## src/rtl/rr_mux_arb.sv

```systemverilog
// rr_mux_arb: N-channel, W-bit registered multiplexer with a built-in arbiter.
// Chooses among requesting input channels (round-robin or fixed priority)
// and holds the winner in a one-entry output register with valid/ready.
//
// Ports:
//   clk       - clock, all state updates on the rising edge
//   rst       - synchronous active-high reset
//   in_valid  - per-channel request (bit i = channel i)
//   in_data   - packed channel data, channel i at [i*W +: W]
//   in_ready  - per-channel accept, at most one bit high (combinational)
//   out_valid - output register holds a word
//   out_data  - registered data word
//   out_sel   - index of the channel that sourced out_data
//   out_ready - consumer accepts the word
module rr_mux_arb #(
  parameter int N    = 4,
  parameter int W    = 8,
  parameter int MODE = 0,
  parameter int SW   = $clog2(N)
) (
  input  logic           clk,
  input  logic           rst,
  input  logic [N-1:0]   in_valid,
  input  logic [N*W-1:0] in_data,
  output logic [N-1:0]   in_ready,
  output logic           out_valid,
  output logic [W-1:0]   out_data,
  output logic [SW-1:0]  out_sel,
  input  logic           out_ready
);

  logic [SW-1:0] ptr;
  logic [SW-1:0] grant;
  logic [SW-1:0] low_any;
  logic [SW-1:0] low_hi;
  logic          hit_any;
  logic          hit_hi;
  logic          load_ok;
  logic          fire;
  logic [W-1:0]  chan [N];

  // Round-robin search is split into two scans: the lowest requester at or
  // above ptr, and the lowest requester overall (used when the first scan
  // finds nothing, i.e. the search wraps past N-1 back to 0).
  always_comb begin
    low_any = '0;
    low_hi  = '0;
    hit_any = 1'b0;
    hit_hi  = 1'b0;
    for (int unsigned i = 0; i < N; i++) begin
      if (in_valid[i] && !hit_any) begin
        hit_any = 1'b1;
        low_any = SW'(i);
      end
      if (in_valid[i] && !hit_hi && (SW'(i) >= ptr)) begin
        hit_hi = 1'b1;
        low_hi = SW'(i);
      end
    end
    if (MODE == 0 && hit_hi) begin
      grant = low_hi;
    end else begin
      grant = low_any;
    end
  end

  always_comb begin
    for (int unsigned i = 0; i < N; i++) begin
      chan[i] = in_data[i*W +: W];
    end
  end

  assign load_ok = !out_valid || out_ready;
  assign fire    = hit_any && load_ok && !rst;

  always_comb begin
    in_ready = '0;
    if (fire) begin
      in_ready[grant] = 1'b1;
    end
  end

  always_ff @(posedge clk) begin
    if (rst) begin
      out_valid <= 1'b0;
      out_data  <= '0;
      out_sel   <= '0;
      ptr       <= '0;
    end else if (fire) begin
      out_valid <= 1'b1;
      out_data  <= chan[grant];
      out_sel   <= grant;
      if (MODE == 0) begin
        ptr <= (grant == SW'(N - 1)) ? '0 : grant + 1'b1;
      end
    end else if (out_valid && out_ready) begin
      out_valid <= 1'b0;
    end
  end

endmodule

```

## config.mk

```make
export PLATFORM = sky130hd
export DESIGN_NAME = rr_mux_arb
export DESIGN_NICKNAME = d
export VERILOG_FILES = /design/src/rtl/rr_mux_arb.sv
export SDC_FILE = /design/constraint.sdc
export NUM_CORES = 1
export LEC_CHECK = 0
export ABC_CLOCK_PERIOD_IN_PS = 4100
export BUFFER_PORTS_ARGS = -buffer_cell sky130_fd_sc_hd__buf_2
export CAP_MARGIN = 25
export CORE_ASPECT_RATIO = 0.9
export CORE_MARGIN = 2
export CORE_UTILIZATION = 40
export DETAILED_ROUTE_END_ITERATION = 10
export PLACE_DENSITY_LB_ADDON = 0.25
export SLEW_MARGIN = 20
export SYNTH_ARGS = -nofsm -noshare
export SYNTH_HDL_FRONTEND = slang
export SYNTH_SLANG_ARGS = --single-unit
```

## constraint.sdc

```tcl
create_clock -name clk -period 4.1 [get_ports clk]
set_input_delay 0.41 -clock clk [delete_from_list [all_inputs] [get_ports clk]]
set_output_delay 0.41 -clock clk [all_outputs]
set_load 0.05 [all_outputs]
```

==> results.sh <==
export IMPL_clock_skew_ps=7.04
export IMPL_path_max_fanout=11
export IMPL_layout_min_cycle_time_ps=2730
export IMPL_h_tree_depth=1
export IMPL_first_pass_iters=4
export IMPL_drv_slew=0
export IMPL_final_cell_area_um2=1140
export IMPL_hp_class="input pin to flip-flop"
export IMPL_worst_path_buf_inv=2
export IMPL_ant_nets=0
export IMPL_final_util_pct=58.3
export IMPL_dieArea_um2=2500
export IMPL_synth_edf_count=0
export IMPL_drive_gt1_share_pct=44.4
export IMPL_cts_resized=0
export IMPL_r2r_slack_ps=2020
export IMPL_num_fill_cells=186
export IMPL_period_share_pct=66.6
export IMPL_start_util_pct=43.3
export IMPL_dpl_cell_count=163
export IMPL_grt_pass1_vias=809
export IMPL_ys_async_sr_fraction_pct=0
export IMPL_p_per_area_nw_per_um2=422
export IMPL_reg2reg_to="out_data[0]"
export IMPL_cp_top_family="compound AO/OA/AOI/OAI gates"
export IMPL_grt_ovfl_total=0
export IMPL_arrival_ps=2320
export IMPL_hold_buffers=0
export IMPL_antenna_found_initial=0
export IMPL_post_cts_setup_buffer_count=0
export IMPL_grt_max_degree=16
export IMPL_grt_pass1_wl_um=3440
export IMPL_setup_viol_count_final=0
export IMPL_clock_sinks=13
export IMPL_rr_worst_depth=6
export IMPL_ys_ff_latch=13
export IMPL_grt_usage_pct=19.0
export IMPL_criticalPathCategory="flip-flop to output port"
export IMPL_syn_inst=88
export IMPL_root_buffer="clkbuf_4"
export IMPL_synthTopCellsByCount="16 x mux2i_1, 13 x dfxtp_1, 11 x nand3b_1, 10 x o221ai_1"
export IMPL_synth_avg_cell_area_um2=9.61
export IMPL_drt_vias_per_instance=5.05
export IMPL_synth_area_um2=846
export IMPL_core_um2=1950
export IMPL_fin_cells=167
export IMPL_slowest_stage="a21oi_2"
export IMPL_cts_buffers=3
export IMPL_p_seq_share_pct=34.3
export IMPL_fin_setup_tns_ps=0
export IMPL_cp_start_kind="flip-flop"
export IMPL_drv_cap=0
export IMPL_whs_ps=425
export IMPL_synth_top_cells_by_area="dfxtp_1 31%, mux2i_1 19%, o221ai_1 10%"
export IMPL_routed_wl_um=2080
export IMPL_antenna_cells=0
export IMPL_initialDrtViolationCount=8
export IMPL_io_buffers=53
export IMPL_max_freq_mhz=366
export IMPL_synthDistinctLibCells=25
export IMPL_worst_skew_pair_late_latency_ps=280
export IMPL_critPathLaunch="ptr[0]"
export IMPL_status="finished, final reports clean"
export IMPL_path_cells="nor2b_1 -> a211o_1 -> a21oi_2 -> inv_1 -> ha_1 -> and2_1 -> buf_2"
export IMPL_critical_path_required_ps=3690
export IMPL_leakage_nw=0.578
export IMPL_r2r_start="ptr[0]"
export IMPL_placed_area_um2=1110
export IMPL_worst_pin_slew_ps=671
export IMPL_yosysWarnings=0
export IMPL_yosysMostFrequentCell="mux2i_1"
export IMPL_end_kind="output port"
export IMPL_clockPowerShare_pct=17.2
export IMPL_yosysSeqAreaShare_pct=30.8
export IMPL_power_internal_uw=264
export IMPL_switching_share_pct=44.9
export IMPL_peakVddDrop_mv=0.252
export IMPL_clk_pin_slew_ps=90
export IMPL_crit_cells=7
export IMPL_post_dp_hpwl_um=1630
export IMPL_rsz0062_at_grt="no"
export IMPL_fin_nets=186
export IMPL_relSlewSlack_pct=55.3
export IMPL_p_switching_uw=216
export IMPL_synth_top_area_cell="dfxtp_1"
export IMPL_top_level_ports=54
export IMPL_yosysTopAreaCellShare_pct=30.8
export IMPL_num_vias=844
export IMPL_critPathMaxStageDelay_ps=540
export IMPL_wl_per_cell_um=12.4
export IMPL_die_h_um=47.6
export IMPL_die_w_um=52.5
export IMPL_final_hold_viol_count=0
export IMPL_synth_nets=131
export IMPL_synthFlopType="dfxtp_1"
export IMPL_row_count=15
export IMPL_cts_max_path_buffers=2
export IMPL_place_congestion=0.722
export IMPL_tritoncts="yes"
export IMPL_syn2layout_area_growth_pct=34.5
export IMPL_endpoint="in_ready[0]"
export IMPL_drc=0
export IMPL_combPwrFrac_pct=48.5
==> worst min-delay path by stage <==
stage                           start  depth (start not counted)  slack, ps          end
after floorplan                ptr[1]                          2        490       ptr[1]
after global placement     out_sel[1]                          2        460   out_sel[1]
after detailed placement   out_sel[1]                          2        460   out_sel[1]
after CTS                 in_data[15]                          3        430  out_data[7]
after global routing       in_data[7]                          3        440  out_data[7]
final                      in_data[5]                          3        420  out_data[5]
==> area by class of cell <==
| type | instances | area [um^2] | area share, % |
|---|---|---|---|
| Multi-Input combinational cell | 66 | 527 | 46.3 |
| Timing Repair Buffer | 54 | 273 | 24.0 |
| Sequential cell | 13 | 260 | 22.9 |
| Tap cell | 25 | 31.3 | 2.75 |
| Clock buffer | 3 | 22.5 | 1.98 |
| Inverter | 5 | 18.8 | 1.65 |
| Clock inverter | 1 | 5.00 | 0.440 |
==> cell families (layout without fill, tap and decap cells) <==
| family | Yosys count | after routing | synth area share [%] |
|---|---|---|---|
| simple gates | 31 | 31 | 22.9 |
| fa+ha+maj | 4 | 4 | 5.92 |
| compound gates | 15 | 15 | 14.5 |
| flops | 13 | 13 | 30.8 |
| mux | 16 | 16 | 18.9 |
| buf+inv | 9 | 63 | 6.95 |
==> metrics by stage <==
step	worst slack [ps]	power (mW)
floorplan	1890	0.351
global placement	1550	0.396
detailed placement	1440	0.402
CTS	1340	0.484
global route	1190	0.509
finish	1370	0.480
==> registers in the layout (all words and copies together), names as in the netlist <==
name       cells
out_valid      1
ptr            2
out_data       8
out_sel        2
==> per-layer routing <==
layer	track usage [%]	vias up	routed length [um]	part of all wire, %
met3	4.06	2	130	6.3
met1	22.6	373	949	46
met5	0	-	0	0
li1	-	436	-	-
met2	34.0	33	974	47
met4	7.69	0	21	1.0
==> cells in the final DEF, fill, tap and decap left out, drive strengths merged <==
master	n
a211o	1
mux2i	16
nand2	5
and2	4
nand3b	11
ha	4
clkbuf	3
nor3	1
o221ai	10
o21ai	1
a211oi	1
a21oi	2
or3	1
nor2	4
buf	54
clkinv	1
dfxtp	13
or3b	1
nor2b	3
inv	5
nor4	1
==> power by group through the flow <==
stage                     Combinational (mW)  Clock, mW  Sequential [mW]
final                                  0.233     0.0825            0.165
after global routing                   0.253     0.0888            0.168
after CTS                              0.236     0.0845            0.164
after detailed placement               0.236          0            0.166
after global placement                 0.230          0            0.166
after floorplan                        0.116          0            0.236
==> worst min-delay path, delay by kind of cell <==
family / cells / cell delay (ps)
AOI/OAI and AO/OA: 1 / 140
buffers and inverters: 1 / 70
muxes: 1 / 50
Note: power is estimated with default switching activity, not from simulation.
